<file path="src/rtl/mux_scan_serializer.sv">
// Parallel-to-serial wrapper that walks an external 8:1 mux across a held word.
// Optional even-parity trailer beat when MUX_SCAN_SERIALIZER_PARITY_EN is defined.
`default_nettype none

module mux_scan_serializer #(
  parameter bit MSB_FIRST = 1'b0
) (
  input  logic       clk,
  input  logic       rst_n,
  input  logic [7:0] data_in,
  input  logic       in_valid,
  output logic       in_ready,
  output logic [7:0] mux_i,
  output logic [2:0] sel,
  input  logic       mux_y,
  output logic       out_bit,
  output logic       out_valid,
  input  logic       out_ready,
  output logic       out_last
);

`ifdef MUX_SCAN_SERIALIZER_PARITY_EN
  typedef enum logic [1:0] {IDLE = 2'd0, SHIFT = 2'd1, PAR = 2'd2} state_t;
`else
  typedef enum logic {IDLE = 1'b0, SHIFT = 1'b1} state_t;
`endif

  localparam logic [2:0] SEL_START = MSB_FIRST ? 3'd7 : 3'd0;

  state_t     state_q, state_d;
  logic [7:0] hold_q, hold_d;
  logic [2:0] sel_q, sel_d;
  logic [2:0] cnt_q, cnt_d;

  always_ff @(posedge clk or negedge rst_n) begin
    if (!rst_n) begin
      state_q <= IDLE;
      hold_q  <= 8'h00;
      sel_q   <= 3'd0;
      cnt_q   <= 3'd0;
    end else begin
      state_q <= state_d;
      hold_q  <= hold_d;
      sel_q   <= sel_d;
      cnt_q   <= cnt_d;
    end
  end

  always_comb begin
    state_d   = state_q;
    hold_d    = hold_q;
    sel_d     = sel_q;
    cnt_d     = cnt_q;
    in_ready  = 1'b0;
    out_valid = 1'b0;
    out_last  = 1'b0;
    out_bit   = mux_y;
    case (state_q)
      IDLE: begin
        in_ready = 1'b1;
        if (in_valid) begin
          hold_d  = data_in;
          cnt_d   = 3'd0;
          sel_d   = SEL_START;
          state_d = SHIFT;
        end
      end
      SHIFT: begin
        out_valid = 1'b1;
`ifndef MUX_SCAN_SERIALIZER_PARITY_EN
        out_last  = (cnt_q == 3'd7);
`endif
        if (out_ready) begin
          if (cnt_q != 3'd7) begin
            cnt_d = cnt_q + 3'd1;
            sel_d = MSB_FIRST ? (sel_q - 3'd1) : (sel_q + 3'd1);
          end else begin
`ifdef MUX_SCAN_SERIALIZER_PARITY_EN
            state_d = PAR;
`else
            state_d = IDLE;
`endif
          end
        end
      end
`ifdef MUX_SCAN_SERIALIZER_PARITY_EN
      PAR: begin
        // sel stays parked on the last data bit while the parity beat goes out
        out_valid = 1'b1;
        out_last  = 1'b1;
        out_bit   = ^hold_q;
        if (out_ready) state_d = IDLE;
      end
`endif
      default: state_d = IDLE;
    endcase
  end

  assign mux_i = hold_q;
  assign sel   = sel_q;

endmodule

`default_nettype wire

</file>
<file path="config.mk">
export PLATFORM = sky130hd
export DESIGN_NAME = mux_scan_serializer
export DESIGN_NICKNAME = d
export VERILOG_FILES = /design/src/rtl/mux_scan_serializer.sv
export SDC_FILE = /design/constraint.sdc
export NUM_CORES = 1
export LEC_CHECK = 0
export BUFFER_PORTS_ARGS = -buffer_cell sky130_fd_sc_hd__buf_2
export CORE_MARGIN = 2
export CORE_UTILIZATION = 49
export CTS_BUF_LIST = sky130_fd_sc_hd__clkbuf_16
export CTS_CLUSTER_DIAMETER = 100
export DETAILED_ROUTE_END_ITERATION = 6
export PLACE_DENSITY = 0.78
export SYNTH_ARGS = -nofsm -noshare
export SYNTH_HDL_FRONTEND = slang
export SYNTH_SLANG_ARGS = --single-unit
</file>
<file path="constraint.sdc">
create_clock -name clk -period 2.5 [get_ports clk]
set_input_delay 0.5 -clock clk [delete_from_list [all_inputs] [get_ports clk]]
set_output_delay 0.5 -clock clk [all_outputs]
set_load 0.01 [all_outputs]
</file>
==> results.yml <==
grt:
  first_global_vias: 482
  grt_max_degree: 16
  gr-total-overflow: 0
  grtUsageTotal_pct: 16.6
  antenna_found_initial: 0
  grt_pass1_wl_mm: 2.17
clock_network:
  cts-root-buf: "clkbuf_16"
  post_cts_buffers: 0
  numCtsBuffers: 3
  ctsResizeCount: 0
  cts_tree: "done"
  cts_hold_buf: 0
  clock_latency_ns: 0.24
  clockBufferDepth: 2
  cts.sinks: 15
  path_clk_slew_ns: 0.05
  htreeDepth: 1
final_layout:
  antenna_cells: 0
  layout-drive-gt1-share_pct: 45.7
  fill_cells: 113
  fin_area_um2: 912
  nNetsFinal: 98
  area_growth_pct: 28.1
route:
  antenna_left: 0
  drc: 0
  dr.pass1.iters: 4
  drt_iter0_drc: 7
  wl_per_cell_um: 13.5
  viasPerCell: 4.98
  vias: 478
  wl_mm: 1.30
sta:
  setup_violations: 0
  post-route-period-util_pct: 73.8
  fmax_mhz: 542
  hold_violations: 0
  worst_slew_pin_slew_ns: 0.425
  rsz0062_at_grt: "false"
  timing.final.ws_setup_ns: 0.656
  setup_tns_ns: 0
  maxSlewHeadroom_pct: 71.6
  skew_ns: 0.00256
  maxSlewViolCount: 0
  period_needed_ns: 1.84
floorplan:
  coreArea_mm2: 0.00133
  io_pins: 28
  initial_core_util_pct: 53.4
  dieWidth_um: 42.1
  die_h_um: 42.1
  fp.dieArea_mm2: 0.00177
  rows: 13
critical_path:
  crit_path_frequent_cell: "ha_1"
  slowest_stage: "dfrtp_1"
  crit_type: "reg -> out"
  crit_required_ns: 2.00
  critPathLaunchType: "flop"
  crit_family: "adder cells"
  cp_max_fo: 4
  path_buf_inv: 1
  r2r_start: "cnt_q[0]"
  cpPeakStageDelay_ns: 0.40
  crit_path_end_kind: "output port"
  rrSetupSlack_ns: 0.95
  cp_cell_sequence: "ha_1 -> ha_1 -> and2_1 -> buf_2"
  crit_arrival_ns: 1.34
  crit_start: "cnt_q[0]"
power_and_ir_drop:
  swShare_pct: 31.8
  clkPwrFrac_pct: 25.1
  power_frac_seq_pct: 36.8
  pwr-share-comb_pct: 38.1
  switchingPower_w: 0.000387
  powerDensity_mw_per_mm2: 1330
  p_leak_nw: 0.471
  power.internal_w: 0.000829
  finalPower_w: 0.00122
  ir_worst_vdd_v: 0.000719
yosys:
  mappedNetlistArea_um2: 712
  yosysSeqAreaShare_pct: 52.7
  synthDominantCellAreaShare_pct: 52.7
  synth_common_cells: "15 x dfrtp_1, 8 x mux2_4, 6 x nand2_1"
  yosysMostFrequentCell: "dfrtp_1"
  synth-edff-count: 0
  synth_area_leader_cell: "dfrtp_1"
  synthesis.instances: 54
  ys_top_cells_by_area: "dfrtp_1 53%, mux2_4 17%, ha_1 5.3%, mux2i_1 4.2%, xor2_1 3.7%"
  synth.ff_latch_count: 15
  async_reset_ff_share_pct: 100
  synth_cell_types: 17
  synthesis.nets: 70
  syn_area_per_cell_um2: 13.2
  yosysWarnings: 0
  synthFlopType: "dfrtp_1"
placed_design:
  port_buffers: 25
  dp_hpwl_um: 889
  placed_area_um2: 833
  gp_congestion: 0.718
  pre_cts_slack_ns: 0.922
status:
  status: "finished clean"
flow_run:
  maxCapViolations: 0
hold_path:
  hold_path_class: "in -> async"
==> layout make-up <==
type	count	area (um2)	area share, %
Clock buffer	3	75.1	8.23
Clock inverter	1	3.75	0.412
Inverter	1	3.75	0.412
Multi-Input combinational cell	35	303	33.2
Sequential cell	15	375	41.2
Tap cell	15	18.8	2.06
Timing Repair Buffer	26	133	14.5
==> cell usage in the layout, fill, tap and decap left out <==
cell type,count
a31oi_1,1
and2_1,1
buf_2,25
buf_4,1
clkbuf_16,3
dfrtp_1,15
ha_1,3
inv_1,2
mux2_4,8
mux2i_1,3
nand2_1,6
nand2b_1,1
nand3b_1,1
nor2_1,1
nor2b_1,1
o21ai_0,4
o21ai_1,2
xor2_1,3
==> power groups by stage <==
stage                     sequential (W)  combinational (W)  clock, W
after floorplan                 0.000490           0.000268         0
after global placement          0.000442           0.000450         0
after detailed placement        0.000449           0.000464         0
after CTS                       0.000448           0.000470  0.000309
after global routing            0.000464           0.000505  0.000327
final                           0.000448           0.000463  0.000305
==> state kept, by name (all words and copies together) (netlist names) <==
name,flops
state_q,1
sel,3
mux_i,8
cnt_q,3
==> worst register-to-register path, cell delays in order, from the launching register on <==
cell      delay [ns]
dfrtp_1         0.40
ha_1            0.21
ha_1            0.20
nand2b_1        0.28
xor2_1          0.21
o21ai_1         0.16
==> path summary, 6_finish.rpt <==
check / to / depth (start not counted)
worst max register to register: cnt_q[0] / 5
worst min register to register: mux_i[3] / 1
min in group clk: mux_i[5] / 2
worst min-delay path: mux_i[3] / 1
max in group asynchronous: mux_i[1] / 1
worst max-delay path: out_last / 4
==> per-stage QoR <==
| step | std cells | utilization [%] | hold WS, ns |
|---|---|---|---|
| 6_report | 96 | 68.4 | 0.153 |
| 5_1_grt | 96 | 68.4 | 0.177 |
| 4_1_cts | 96 | 68.4 | 0.161 |
| 3_5_place_dp | 92 | 62.5 | 0.421 |
| 3_3_place_gp | 92 | 62.5 | 0.417 |
| 2_1_floorplan | 54 | - | 0.204 |
==> cells by family after synthesis <==
kind of cell | Yosys count | share of synthesized area [%]
fa+ha+maj | 3 | 5.27
flops | 15 | 52.7
buf+inv | 4 | 4.74
xor+xnor | 3 | 3.69
mux | 11 | 21.1
compound gates | 7 | 5.10
simple gates | 11 | 7.38
==> per-layer routing <==
| layer | vias to the layer above | wire [um] | track usage (%) |
|---|---|---|---|
| li1 | 239 | - | - |
| met1 | 223 | 559 | 18.4 |
| met2 | 14 | 647 | 27.2 |
| met3 | 2 | 73 | 6.47 |
| met4 | 0 | 19 | 9.38 |
| met5 | - | 0 | 0 |
(Power assumes the default switching activity.)
